$ cat config.mk
export PLATFORM = sky130hd
export DESIGN_NAME = sprite_cmd_queue
export DESIGN_NICKNAME = d
export VERILOG_FILES = /design/src/rtl/vga_cmd_pkg.sv /design/src/rtl/cmd_fifo.sv /design/src/rtl/sprite_cmd_queue.sv
export SDC_FILE = /design/constraint.sdc
export NUM_CORES = 1
export LEC_CHECK = 0
export ABC_AREA = 1
export BUFFER_PORTS_ARGS = -buffer_cell sky130_fd_sc_hd__buf_2
export CAP_MARGIN = 20
export CORE_MARGIN = 5
export CORE_UTILIZATION = 54
export DETAILED_ROUTE_END_ITERATION = 16
export GPL_TIMING_DRIVEN = 0
export PLACE_DENSITY_LB_ADDON = 0.3
export SYNTH_ARGS = -nofsm -noshare
export SYNTH_HDL_FRONTEND = slang
export SYNTH_SLANG_ARGS = --single-unit
$ cat constraint.sdc
create_clock -name clk -period 3.2 [get_ports clk]
set_clock_uncertainty 0.1 [all_clocks]
set_input_delay 0.32 -clock clk [delete_from_list [all_inputs] [get_ports clk]]
set_output_delay 0.32 -clock clk [all_outputs]
set_load 0.02 [all_outputs]
$ cat src/rtl/vga_cmd_pkg.sv
// Shared definitions for the sprite command queue.
// Holds the command-word field positions, the action codes, the queue FSM
// state encoding and the bit positions of the status word, plus a helper
// that extracts the action field from a command word.
package vga_cmd_pkg;

  // Command word layout
  localparam int CMD_COMP_MSB  = 31;
  localparam int CMD_COMP_LSB  = 26;
  localparam int CMD_CHILD_MSB = 25;
  localparam int CMD_CHILD_LSB = 21;
  localparam int CMD_ACT_MSB   = 20;
  localparam int CMD_ACT_LSB   = 17;
  localparam int CMD_ATYPE_MSB = 16;
  localparam int CMD_ATYPE_LSB = 14;
  localparam int CMD_BUF_BIT   = 13;
  localparam int CMD_DATA_MSB  = 12;
  localparam int CMD_DATA_LSB  = 0;

  // Action codes
  localparam logic [3:0] ACTION_SWAP   = 4'hF;
  localparam logic [3:0] ACTION_UPDATE = 4'h1;
  localparam logic [3:0] ACTION_NOP    = 4'h0;

  // Status word layout
  localparam int STAT_FILL_MSB    = 6;
  localparam int STAT_OVF_BIT     = 8;
  localparam int STAT_SWAP_BIT    = 9;
  localparam int STAT_DROP_LSB    = 10;
  localparam int STAT_DROP_MSB    = 15;
  localparam int STAT_SWAPCNT_LSB = 16;
  localparam int STAT_SWAPCNT_MSB = 31;

  typedef enum logic [1:0] {
    ST_IDLE        = 2'd0,
    ST_ISSUE       = 2'd1,
    ST_WAIT_VBLANK = 2'd2
  } cmd_state_e;

  function automatic logic [3:0] cmd_action(input logic [31:0] word);
    return word[CMD_ACT_MSB:CMD_ACT_LSB];
  endfunction

endpackage

$ cat src/rtl/cmd_fifo.sv
// Synchronous command FIFO with first-word-fall-through head.
// Ports: clk, reset (sync, active-high), push/wdata (enqueue), pop (dequeue),
//        rdata (current head, valid when !empty), full, empty, count (fill level).
// A push while full is accepted only if a pop happens in the same cycle.
module cmd_fifo #(
  parameter int DEPTH = 16,
  parameter int WIDTH = 32
) (
  input  logic             clk,
  input  logic             reset,
  input  logic             push,
  input  logic [WIDTH-1:0] wdata,
  input  logic             pop,
  output logic [WIDTH-1:0] rdata,
  output logic             full,
  output logic             empty,
  output logic [6:0]       count
);

  localparam int AW = $clog2(DEPTH);

  logic [WIDTH-1:0] mem_q [DEPTH];
  logic [AW-1:0]    wr_ptr_q, wr_ptr_d;
  logic [AW-1:0]    rd_ptr_q, rd_ptr_d;
  logic [6:0]       count_q, count_d;
  logic             push_ok, pop_ok;

  assign full    = (count_q == 7'(DEPTH));
  assign empty   = (count_q == 7'd0);
  assign count   = count_q;
  assign rdata   = mem_q[rd_ptr_q];
  assign pop_ok  = pop && !empty;
  assign push_ok = push && (!full || pop_ok);

  // Next-state for pointers and fill level
  always_comb begin
    wr_ptr_d = wr_ptr_q;
    rd_ptr_d = rd_ptr_q;
    count_d  = count_q;
    if (push_ok) begin
      wr_ptr_d = wr_ptr_q + AW'(1);
    end else begin
      wr_ptr_d = wr_ptr_q;
    end
    if (pop_ok) begin
      rd_ptr_d = rd_ptr_q + AW'(1);
    end else begin
      rd_ptr_d = rd_ptr_q;
    end
    count_d = count_q + 7'(push_ok) - 7'(pop_ok);
  end

  // Pointer and fill-level registers
  always_ff @(posedge clk) begin
    if (reset) begin
      wr_ptr_q <= '0;
      rd_ptr_q <= '0;
      count_q  <= 7'd0;
    end else begin
      wr_ptr_q <= wr_ptr_d;
      rd_ptr_q <= rd_ptr_d;
      count_q  <= count_d;
    end
  end

  // Storage array; contents need no reset because the pointers define validity
  always_ff @(posedge clk) begin
    if (!reset && push_ok) begin
      mem_q[wr_ptr_q] <= wdata;
    end
  end

endmodule

$ cat src/rtl/sprite_cmd_queue.sv
// Sprite command queue: buffers CPU command words and broadcasts them one per
// cycle on cmd_out, holding buffer-swap commands until vertical blanking.
// Ports: clk, reset (sync, active-high), avs_write/avs_writedata (enqueue),
//        avs_read/avs_readdata (registered status), vcount (current VGA line),
//        cmd_out (broadcast command, 32'h0 when idle).
// Optional feature: define CMD_QUEUE_STATS_EN to add swap/drop counters in
// status bits [31:16] and [15:10]; otherwise those bits read 0.
module sprite_cmd_queue
  import vga_cmd_pkg::*;
#(
  parameter int DEPTH       = 16,
  parameter int VBLANK_LINE = 480
) (
  input  logic        clk,
  input  logic        reset,
  input  logic        avs_write,
  input  logic [31:0] avs_writedata,
  input  logic        avs_read,
  output logic [31:0] avs_readdata,
  input  logic [9:0]  vcount,
  output logic [31:0] cmd_out
);

  localparam logic [9:0] VBLANK_V = 10'(VBLANK_LINE);

  cmd_state_e  state_q, state_d;
  logic [31:0] cmd_q, cmd_d;
  logic [31:0] readdata_q, readdata_d;
  logic        ovf_q, ovf_d;
  logic        swap_done_q, swap_done_d;
  logic        pop_s, drop_s, issue_swap_s, in_vblank_s;
  logic [31:0] fifo_head_s, status_s;
  logic [3:0]  head_act_s;
  logic        fifo_full_s, fifo_empty_s;
  logic [6:0]  fifo_count_s;
  cmd_state_e  after_pop_s;

  cmd_fifo #(.DEPTH(DEPTH), .WIDTH(32)) u_fifo (
    .clk   (clk),
    .reset (reset),
    .push  (avs_write),
    .wdata (avs_writedata),
    .pop   (pop_s),
    .rdata (fifo_head_s),
    .full  (fifo_full_s),
    .empty (fifo_empty_s),
    .count (fifo_count_s)
  );

  assign head_act_s  = cmd_action(fifo_head_s);
  assign in_vblank_s = (vcount >= VBLANK_V);
  // Only the last remaining word leaves the queue empty; a full queue always
  // has more than one word, so the raw write strobe is sufficient here.
  assign after_pop_s = (fifo_count_s == 7'd1 && !avs_write) ? ST_IDLE : ST_ISSUE;
  assign drop_s      = avs_write && fifo_full_s && !pop_s;

  // Dequeue decision, FSM next state and swap-per-frame tracking
  always_comb begin
    state_d      = state_q;
    cmd_d        = 32'h0;
    pop_s        = 1'b0;
    issue_swap_s = 1'b0;
    if (in_vblank_s) begin
      swap_done_d = swap_done_q;
    end else begin
      swap_done_d = 1'b0;
    end
    case (state_q)
      ST_IDLE, ST_ISSUE: begin
        if (fifo_empty_s) begin
          state_d = ST_IDLE;
        end else if (head_act_s == ACTION_SWAP) begin
          state_d = ST_WAIT_VBLANK;
        end else begin
          pop_s   = 1'b1;
          state_d = after_pop_s;
          // NOP words are consumed silently
          if (head_act_s == ACTION_NOP) begin
            cmd_d = 32'h0;
          end else begin
            cmd_d = fifo_head_s;
          end
        end
      end
      ST_WAIT_VBLANK: begin
        if (!fifo_empty_s && in_vblank_s && !swap_done_q) begin
          pop_s        = 1'b1;
          issue_swap_s = 1'b1;
          cmd_d        = fifo_head_s;
          swap_done_d  = 1'b1;
          state_d      = after_pop_s;
        end else begin
          state_d = ST_WAIT_VBLANK;
        end
      end
      default: begin
        state_d = ST_IDLE;
      end
    endcase
  end

`ifdef CMD_QUEUE_STATS_EN
  logic [15:0] swap_cnt_q, swap_cnt_d;
  logic [5:0]  drop_cnt_q, drop_cnt_d;

  // Swap counter wraps; drop counter saturates
  always_comb begin
    swap_cnt_d = swap_cnt_q + 16'(issue_swap_s);
    if (drop_s && drop_cnt_q != 6'd63) begin
      drop_cnt_d = drop_cnt_q + 6'd1;
    end else begin
      drop_cnt_d = drop_cnt_q;
    end
  end

  // Statistics registers
  always_ff @(posedge clk) begin
    if (reset) begin
      swap_cnt_q <= 16'd0;
      drop_cnt_q <= 6'd0;
    end else begin
      swap_cnt_q <= swap_cnt_d;
      drop_cnt_q <= drop_cnt_d;
    end
  end
`endif

  // Status word, overflow flag and registered read data
  always_comb begin
    status_s = 32'h0;
    status_s[STAT_FILL_MSB:0] = fifo_count_s;
    status_s[STAT_OVF_BIT]    = ovf_q;
    status_s[STAT_SWAP_BIT]   = (state_q == ST_WAIT_VBLANK);
`ifdef CMD_QUEUE_STATS_EN
    status_s[STAT_SWAPCNT_MSB:STAT_SWAPCNT_LSB] = swap_cnt_q;
    status_s[STAT_DROP_MSB:STAT_DROP_LSB]       = drop_cnt_q;
`endif
    // A drop in the same cycle as a read keeps overflow set
    if (drop_s) begin
      ovf_d = 1'b1;
    end else if (avs_read) begin
      ovf_d = 1'b0;
    end else begin
      ovf_d = ovf_q;
    end
    if (avs_read) begin
      readdata_d = status_s;
    end else begin
      readdata_d = readdata_q;
    end
  end

  // FSM state and registered outputs
  always_ff @(posedge clk) begin
    if (reset) begin
      state_q     <= ST_IDLE;
      cmd_q       <= 32'h0;
      readdata_q  <= 32'h0;
      ovf_q       <= 1'b0;
      swap_done_q <= 1'b0;
    end else begin
      state_q     <= state_d;
      cmd_q       <= cmd_d;
      readdata_q  <= readdata_d;
      ovf_q       <= ovf_d;
      swap_done_q <= swap_done_d;
    end
  end

  assign cmd_out      = cmd_q;
  assign avs_readdata = readdata_q;

endmodule

# Yosys cells after proc, flatten, opt, wreduce, memory -nomap -nowiden
# Memories as Yosys holds them, arrays and structs flattened. A register that Yosys moved wholly into a read port is not among the register bits.
# Cells that the tools add are included.
[word_totals] ff_bits=60 mem_bits_rw=512 mem_count=1
[mem_list] name="u_fifo.mem_q" depth=16 word_bits=32 read_ports=1 rd_clocked_by_memory_dff=1 wr=1 line="cmd_fifo.sv:22" source="logic [WIDTH-1:0] mem_q [DEPTH];"
[op_classes] n_eq_ne=5 n_lt_le_gt_ge=1 muxes=23 n_reduce_logical=20 addsub=4
[ops] op="$mux W32" count=4
[ops] op="$pmux W32 S2" count=1
[ops] op="$mux W1" count=11
[ops] op="$ge A10 B9 Y1 const B" count=1
[ops] op="$add A4 B1 Y4 const B" count=2
[ops] op="$logic_and A1 B1 Y1" count=8
[ops] op="$mux W4" count=2
[ops] op="$add A7 B1 Y7" count=1
[ops] op="$eq A7 B1 Y1 const B" count=1
[ops] op="$eq A7 B5 Y1 const B" count=1
[ops] op="$logic_not A7 Y1" count=1
[ops] op="$sub A7 B1 Y7" count=1
[ops] op="$logic_not A1 Y1" count=6
[ops] op="$mux W2" count=3
[ops] op="$eq A4 B4 Y1 const B" count=1
[ops] op="$logic_not A4 Y1" count=1
[ops] op="$pmux W2 S2" count=1
[ops] op="$eq A2 B1 Y1 const B" count=1
[ops] op="$eq A2 B2 Y1 const B" count=1
[ops] op="$logic_not A2 Y1" count=1
[ops] op="$pmux W1 S2" count=1
[ops] op="$reduce_bool A2 Y1" count=1
[ops] op="$reduce_or A2 Y1" count=1
[ops] op="$logic_or A1 B1 Y1" count=1

# Logic depth before layout (Yosys ltp)
# Gate-level depths: netlist (run 1).
[depth] depth_word=12 depth_mapped=26

# Hierarchy
# A second synthesis (run 1) with hierarchy kept.
[unflattened] hier_cells=1984 area_unflattened_um2=23880.4
[by_module_without_submodules] module="cmd_fifo" n_inst=1 area_per_inst_um2=22137.5 cells_per_inst=1784 seq_area_each_um2=15755.1
[by_module_without_submodules] module="sprite_cmd_queue" n_inst=1 area_per_inst_um2=1742.9 cells_per_inst=200 seq_area_each_um2=900.9

# Least setup slack after synthesis (run 1)
# OpenSTA, ideal clock, no wires.
[synth_timing] path_type="register -> register" from="reg u_fifo.count_q[2] (netlist: u_fifo.count[2])" to="mem u_fifo.mem_q[12][0], enable pin" required_ps=2679 arrival_time_ps=2864 period_less_slack_ps=3385 path_buffers=0 stages_incl_launch_ff=14 setup_slack_ps=-185 cell_sequence="dfxtp_1 > inv_1 > ha_1 > nand2_1 > nor2_1 > inv_1 > nor2_1 > nor3_1 > nand2_1 > nand3_2 > nand2_2 > inv_2 > nand2_4 > nor2_1"
[synth_between] elab_chain_cells=12
[synth_rtl] element="start: declaration" line="cmd_fifo.sv:25" source="logic [6:0] count_q, count_d;"
[synth_rtl] element="start signal: assignment" line="cmd_fifo.sv:62" source="count_q <= count_d;"
[synth_rtl] element="$logic_not A7 Y1" line="cmd_fifo.sv:29" source="assign empty = (count_q == 7'd0);"
[synth_rtl] element="$logic_not A1 Y1" line="cmd_fifo.sv:32, sprite_cmd_queue.sv:86"
[synth_rtl] element="$logic_and A1 B1 Y1 (2 in a row)" line="sprite_cmd_queue.sv:86" source="if (!fifo_empty_s && in_vblank_s && !swap_done_q) begin"
[synth_rtl] element="$mux W1" line="sprite_cmd_queue.sv:86"
[synth_rtl] element="$pmux W1 S2" line="sprite_cmd_queue.sv:68" source="case (state_q)"
[synth_rtl] element="$logic_and A1 B1 Y1" line="cmd_fifo.sv:32" source="assign pop_ok = pop && !empty;"
[synth_rtl] element="$logic_or A1 B1 Y1 *" line="cmd_fifo.sv:33" source="assign push_ok = push && (!full || pop_ok);"
[synth_rtl] element="$logic_and A1 B1 Y1 *" line="cmd_fifo.sv:33"
[synth_rtl] element="$logic_and A1 B1 Y1 *" line="cmd_fifo.sv:68" source="if (!reset && push_ok) begin"
[synth_rtl] element="$mux W1 *" line="cmd_fifo.sv:68"
[synth_rtl] element="$mux W1 (not written as such) *" line="cmd_fifo.sv:69" source="mem_q[wr_ptr_q] <= wdata;"
[synth_rtl] element="end: declaration" line="cmd_fifo.sv:22"
# Every way passes the cells marked *; elsewhere a longest branch is shown, timed or not.

==> results.tsv, run 1 <==
metric	value	unit
status	complete, but fails checks	
violations	setup timing	
power_frac_seq	38.5	%
die_w	215	microns
dp_hpwl	37400	microns
ys.flop_type	edfxtp_1	
p_comb_share	30.9	%
die_y	215	microns
rsz0062_at_grt	yes	
grt_usage	25.2	%
pwr-share-clk	30.7	%
area_growth	19.6	%
globalplace.congestion	0.844	
worst_slew_pin_slew	0.845	ns
drc	0	
ys_warn_count	0	
final_layout_size_suffix_gt1_share	16.0	%
synth_area	0.0226	sq mm
fin_nets	2151	
worstHoldStart	avs_writedata[22]	
fmax	297	MHz
cts.sinks	576	
rows	75	
grt_pass1_vias	15683	
io_pins	110	
synth_cell_type_count	32	
path_class	reg -> reg	
p_leak	0.00969	uW
endpoint_kind	flip-flop	
cts.clk_slew.worst_paths	0.06	ns
slew_headroom	43.6	%
overflow	0	
insertion_delay	0.60	ns
setup_viol	1	
via_per_inst	5.87	
place_inst	2518	
p_sw	7610	uW
vias	15724	
synth-seq-cells	576	
finalWirelength	60000	microns
postSynthCellCount	1861	
finalHoldViolations	0	
multi_input_area	0.00552	sq mm
root_buffer	clkbuf_16	
power_density	829	mW/mm^2
critPathRequiredTime	3.62	ns
hp-class	in -> reg	
setup_ws	-0.162	ns
cts_tree	built	
cap_violations	0	
power_switching_share	34.0	%
finalNonFillerCells	2677	
worstRegToRegCells	23	
async_reset_ff_share	0	%
regToRegSetupSlack	-0.16	ns
path_max_fanout	6	
total_power	22400	uW
antenna_found_initial	1	
arrival	3.79	ns
grt_max_degree	26	
r2r_end	u_fifo.count[6]$_SDFF_PP0_	
min_to	u_fifo.mem_q[13][22]$_DFFE_PP_	
initial_core_util	54.3	%
numPortBuffers	80	
clock_path_buffers	3	
htreeDepth	2	
synth-edff-count	512	
design.core.area	0.0417	sq mm
min_period	3.36	ns
grt_pass1_wl	89800	microns
detail_route.wl_per_cell	22.4	microns
first_iter_violations	2075	
period_share	105	%
ys_seq_area_share	73.6	%
report.final.slew_viol_count	0	
drtPass1Iterations	8	
hold_path_depth	1	
dieArea	0.0461	sq mm
vdd_drop_max	0.000558	V
fill_cells	3030	
detail-route-antenna-nets	0	
numCtsBuffers	56	
start_kind	flip-flop	
intPower	14800	uW
regArea	0.0167	sq mm
syn_area_per_cell	12.2	sq um
[sequential cells by signal, summed over array words and instances, names as in the netlist, 2 cells and up, named ones only]
| name | cells |
|---|---|
| cmd_out | 32 |
| u_fifo.count | 7 |
| u_fifo.wr_ptr_q | 4 |
| u_fifo.mem_q | 512 |
| avs_readdata | 9 |
| u_fifo.rd_ptr_q | 4 |
| state_q | 2 |
[timing repair]
action / in CTS / in global routing
gates resized for setup: 56 / 37
pin swaps: 25 / 27
setup endpoints to repair: 174 / 106
hold endpoints to repair: 286 / 3
buffers inserted: 23 / 5
gates cloned: 3 / 0
hold buffers: 24 / 1
[how the worst max path moves through the flow]
stage	from	to	cells after the start
5_1_grt	flip-flop	u_fifo.count[6]$_SDFF_PP0_	22
2_1_floorplan	u_fifo.count[2]$_SDFF_PP0_	u_fifo.mem_q[12][0]$_DFFE_PP_	13
4_1_cts	flip-flop	u_fifo.count[6]$_SDFF_PP0_	23
3_3_place_gp	flip-flop	u_fifo.mem_q[4][27]$_DFFE_PP_	11
6_report	flip-flop	u_fifo.count[6]$_SDFF_PP0_	23
3_5_place_dp	flip-flop	u_fifo.count[6]$_SDFF_PP0_	23
[power by group through the flow]
stage	Sequential [uW]	Combinational [uW]	Clock, uW
6_report	8620	6920	6870
5_1_grt	8640	7480	7240
4_1_cts	8610	6560	6900
3_5_place_dp	8740	6000	0
3_3_place_gp	8740	5820	0
2_1_floorplan	8920	3710	0
[Yosys cell counts (2+ instances only)]
library cell	instances	area share, %
inv_2	3	0.050
a31oi_1	2	0.055
nor2_1	306	5.1
xnor2_1	2	0.077
buf_2	8	0.18
nor3_1	6	0.13
nand2_2	4	0.11
o21ai_0	241	5.3
buf_1	5	0.083
xor2_1	2	0.077
o22ai_1	112	3.1
nand2_1	263	4.4
nand3_1	101	2.2
clkbuf_1	86	1.4
buf_4	29	0.96
edfxtp_1	512	68
ha_1	13	0.72
a21oi_1	28	0.62
o21ai_1	3	0.066
dfxtp_1	64	5.7
nand3_2	2	0.089
inv_1	52	0.86
buf_6	8	0.40
[metal layers]
metal | share of wire, % | routed length [microns] | global-route usage [%] | vias up
met5 | 0 | 0 | 0 | -
met4 | 3.4 | 2010 | 9.30 | 0
met3 | 10 | 6000 | 5.49 | 141
met2 | 48 | 29000 | 41.5 | 894
met1 | 38 | 23000 | 33.4 | 7629
li1 | - | - | - | 7060
[critical path, cell delays in order (launching register included)]
cell and delay (ns):
dfxtp_2 0.31, buf_6 0.13, inv_8 0.08, buf_4 0.11, buf_4 0.09, nand3_1 0.07, nand3_1 0.13, nand3_2 0.11
nand2_2 0.12, nand2_4 0.07, o21ai_4 0.23, nand3_4 0.12, nand2_4 0.12, inv_8 0.05, ha_4 0.17, fa_2 0.38
a21oi_2 0.20, nor2_2 0.06, nor2_1 0.10, nor2_1 0.07, nor2_1 0.14, o21ai_2 0.09, buf_4 0.14, a21oi_2 0.09
[cell usage in the layout (no fill, tap or decap), drive strengths merged, types with 28 or more instances in the layout]
cell type | netlist | layout
edfxtp | 512 | 512
nor2 | 306 | 306
nand2 | 268 | 268
o21ai | 245 | 245
buf | 50 | 175
clkbuf | 86 | 163
o22ai | 112 | 112
nand3 | 103 | 103
dfxtp | 64 | 64
inv | 56 | 58
a21oi | 28 | 28
[cell type report]
type,instances,area share (%)
diodes,1,0.00925
repair buffers,152,4.78
inverters,57,0.893
flip-flops and latches,576,61.6
clock buffers,77,6.09
plain buffers,134,2.60
multi-input cells,1114,20.4
clock inverters,27,1.11
well taps,539,2.49
[cells by family after synthesis]
family                     share of synthesized area, %
other                                            0.0166
buffers and inverters                              4.01
AOI/OAI and AO/OA                                  9.21
DFF                                                73.6
and+or+nand+nor                                    12.1
adders and majority gates                         0.808
xor gates and xnor gates                          0.155
[through the flow]
| step | cell area, sq um | setup WS, ns | utilization [%] | hold WS [ns] | TNS (ns) |
|---|---|---|---|---|---|
| after floorplan | 22700 | -0.185 | - | 0.319 | -93.46 |
| after global placement | 23800 | -2.12 | 57.1 | 0.353 | -965.23 |
| after detailed placement | 24300 | -0.403 | 58.2 | 0.365 | -6.24 |
| after CTS | 26800 | 0.00140 | 64.4 | 0.000970 | 0 |
| after global routing | 27000 | -0.287 | 64.9 | 0.0139 | -0.433 |
| final | 27000 | -0.162 | 64.9 | 0.0202 | -0.162 |
(Power assumes the default switching activity.)
==> run 2: changes to the inputs <==
- SKIP_LAST_GASP: not set -> 1
==> run 2 against run 1 <==
Effect of this change:
- the flow still finishes with violations (setup timing)
- non-clock buffer count did not move
- routed wire length is 0.31% higher
- core utilization barely moved
- count of clock-buffer cells in the layout stayed put
- global-route usage unchanged
- die area stayed put
- maximum frequency barely moved
- hold slack better by 0.0021 ns
- sequential power about the same
- sequential share of layout area barely moved
==> results.tsv, run 2 (synthesis gave the netlist of run 1 again) <==
metric	value	unit
status	complete, but fails checks	
violations	setup timing	
via_per_inst	5.88	
regToRegSetupSlack	-0.16	ns
initial_core_util	54.3	%
dieArea	0.0461	sq mm
fin_setup_tns	-0.161	ns
largest-register	u_fifo.mem_q	
setup_viol	1	
vias	15748	
drc	0	
cp_slowest_stage_delay	0.38	ns
insertion_delay	0.60	ns
detail_route.wl_per_cell	22.5	microns
power_density	830	mW/mm^2
grt_pass1_vias	15683	
cts.sinks	576	
io_pins	110	
report.final.slew_viol_count	0	
fin_nets	2151	
numPortBuffers	80	
rsz0062_at_grt	yes	
clock_path_buffers	3	
period_share	105	%
grt_usage	25.2	%
p_leak	0.00969	uW
cap_violations	0	
globalplace.congestion	0.844	
dp_hpwl	37400	microns
numCtsBuffers	56	
path_class	reg -> reg	
antenna_found_initial	1	
final_cell_mix	edfxtp_1, nor2_1, nand2_1	
slowest_stage	fa_2	
vdd_drop_max	0.000559	V
cp.buffers_inverters	6	
fin_area	0.0270	sq mm
finalWirelength	60200	microns
setup_ws	-0.161	ns
overflow	0	
endpoint_kind	flip-flop	
grt_max_degree	26	
critPathRequiredTime	3.62	ns
area_growth	19.6	%
die_y	215	microns
worstHoldStart	avs_writedata[22]	
rows	75	
drtPass1Iterations	6	
hold_path_depth	1	
die_w	215	microns
path_max_fanout	6	
crit_family	simple AND/OR/NAND/NOR gates	
cts_tree	built	
crit_chain	buf_6 -> inv_8 -> buf_4 -> buf_4 -> nand3_1 -> nand3_1 -> nand3_2 -> nand2_2 -> nand2_4 -> o21ai_4 -> nand3_4 -> nand2_4 -> inv_8 -> ha_4 -> fa_2 -> a21oi_2 -> nor2_2 -> nor2_1 -> nor2_1 -> nor2_1 -> o21ai_2 -> buf_4 -> a21oi_2	
slew_headroom	40.6	%
cts.clk_slew.worst_paths	0.06	ns
finalHoldViolations	0	
first_iter_violations	2002	
r2r_end	u_fifo.count[6]$_SDFF_PP0_	
worstRegToRegCells	23	
worst_slew_pin_slew	0.891	ns
design.core.area	0.0417	sq mm
largest_register_ffs	512	
min_to	u_fifo.mem_q[13][22]$_DFFE_PP_	
arrival	3.78	ns
fmax	298	MHz
grt_pass1_wl	89800	microns
final_common_cell	edfxtp_1	
start_kind	flip-flop	
dpl_cell_area	0.0243	sq mm
htreeDepth	2	
detail-route-antenna-nets	0	
hp-class	in -> reg	
final_layout_size_suffix_gt1_share	15.9	%
root_buffer	clkbuf_16	
min_period	3.36	ns
==> run 2: power breakdown <==
part	total [uW]	leakage [uW]	internal, uW	switching (uW)
Combinational	6950	0.00360	2230	4720
Sequential	8620	0.00514	8480	134
Clock	6860	0.000944	4080	2780
==> run 2: area by class of cell <==
cell class	count	area, sq um
tap	539	674
clock inverter	27	300
antenna	1	2.50
clock buffer	77	1650
multi-input combinational	1114	5520
sequential	576	16700
fill	3031	14600
timing repair buffer	152	1290
inverter	57	241
buffer	134	703
==> run 2: layer usage <==
layer  track usage [%]  wire (microns)  vias to the layer above
met4              9.30            1960                        0
li1                  -               -                     7062
met1              33.4           22900                     7626
met3              5.49            6230                      145
met5                 0               0                        -
met2              41.5           29100                      915
==> run 2: stage by stage <==
| step | hold slack, ns | setup WS (ns) | total power, uW | utilization, % | cells |
|---|---|---|---|---|---|
| 2_1_floorplan | 0.319 | -0.185 | 12600 | - | 1883 |
| 3_3_place_gp | 0.353 | -2.12 | 14600 | 57.1 | 2502 |
| 3_5_place_dp | 0.365 | -0.403 | 14700 | 58.2 | 2518 |
| 4_1_cts | 0.000970 | 0.00140 | 22100 | 64.4 | 2671 |
| 5_1_grt | 0.0139 | -0.283 | 23400 | 64.9 | 2677 |
| 6_report | 0.0223 | -0.161 | 22400 | 64.9 | 2677 |
==> run 2: how the worst max path moves through the flow <==
stage	slack, ns	to	start	depth (start not counted)
final	-0.16	u_fifo.count[6]$_SDFF_PP0_	flip-flop	23
after global routing	-0.28	u_fifo.count[6]$_SDFF_PP0_	flip-flop	22
after CTS	0.001	u_fifo.count[6]$_SDFF_PP0_	flip-flop	23
after detailed placement	-0.40	u_fifo.count[6]$_SDFF_PP0_	flip-flop	23
after global placement	-2.12	u_fifo.mem_q[4][27]$_DFFE_PP_	flip-flop	11
after floorplan	-0.19	u_fifo.mem_q[12][0]$_DFFE_PP_	u_fifo.count[2]$_SDFF_PP0_	13
==> run 2: repair_timing <==
item                                   in CTS  in global routing
setup endpoints to repair                 174                106
hold buffers                               24                  1
pin swaps                                  25                 27
gates cloned                                3                  0
buffers inserted                           23                  5
resized for setup                          56                 36
endpoints found under the hold margin     286                  3
==> run 2: worst reg2reg max path: stages (launching register included) <==
cell	delay, ns
dfxtp_2	0.31
buf_6	0.13
inv_8	0.09
buf_4	0.12
buf_4	0.09
nand3_1	0.07
nand3_1	0.13
nand3_2	0.12
nand2_2	0.12
nand2_4	0.07
o21ai_4	0.23
nand3_4	0.12
nand2_4	0.12
inv_8	0.05
ha_4	0.17
fa_2	0.38
a21oi_2	0.20
nor2_2	0.06
nor2_1	0.10
nor2_1	0.07
nor2_1	0.14
o21ai_2	0.09
buf_4	0.14
a21oi_2	0.09
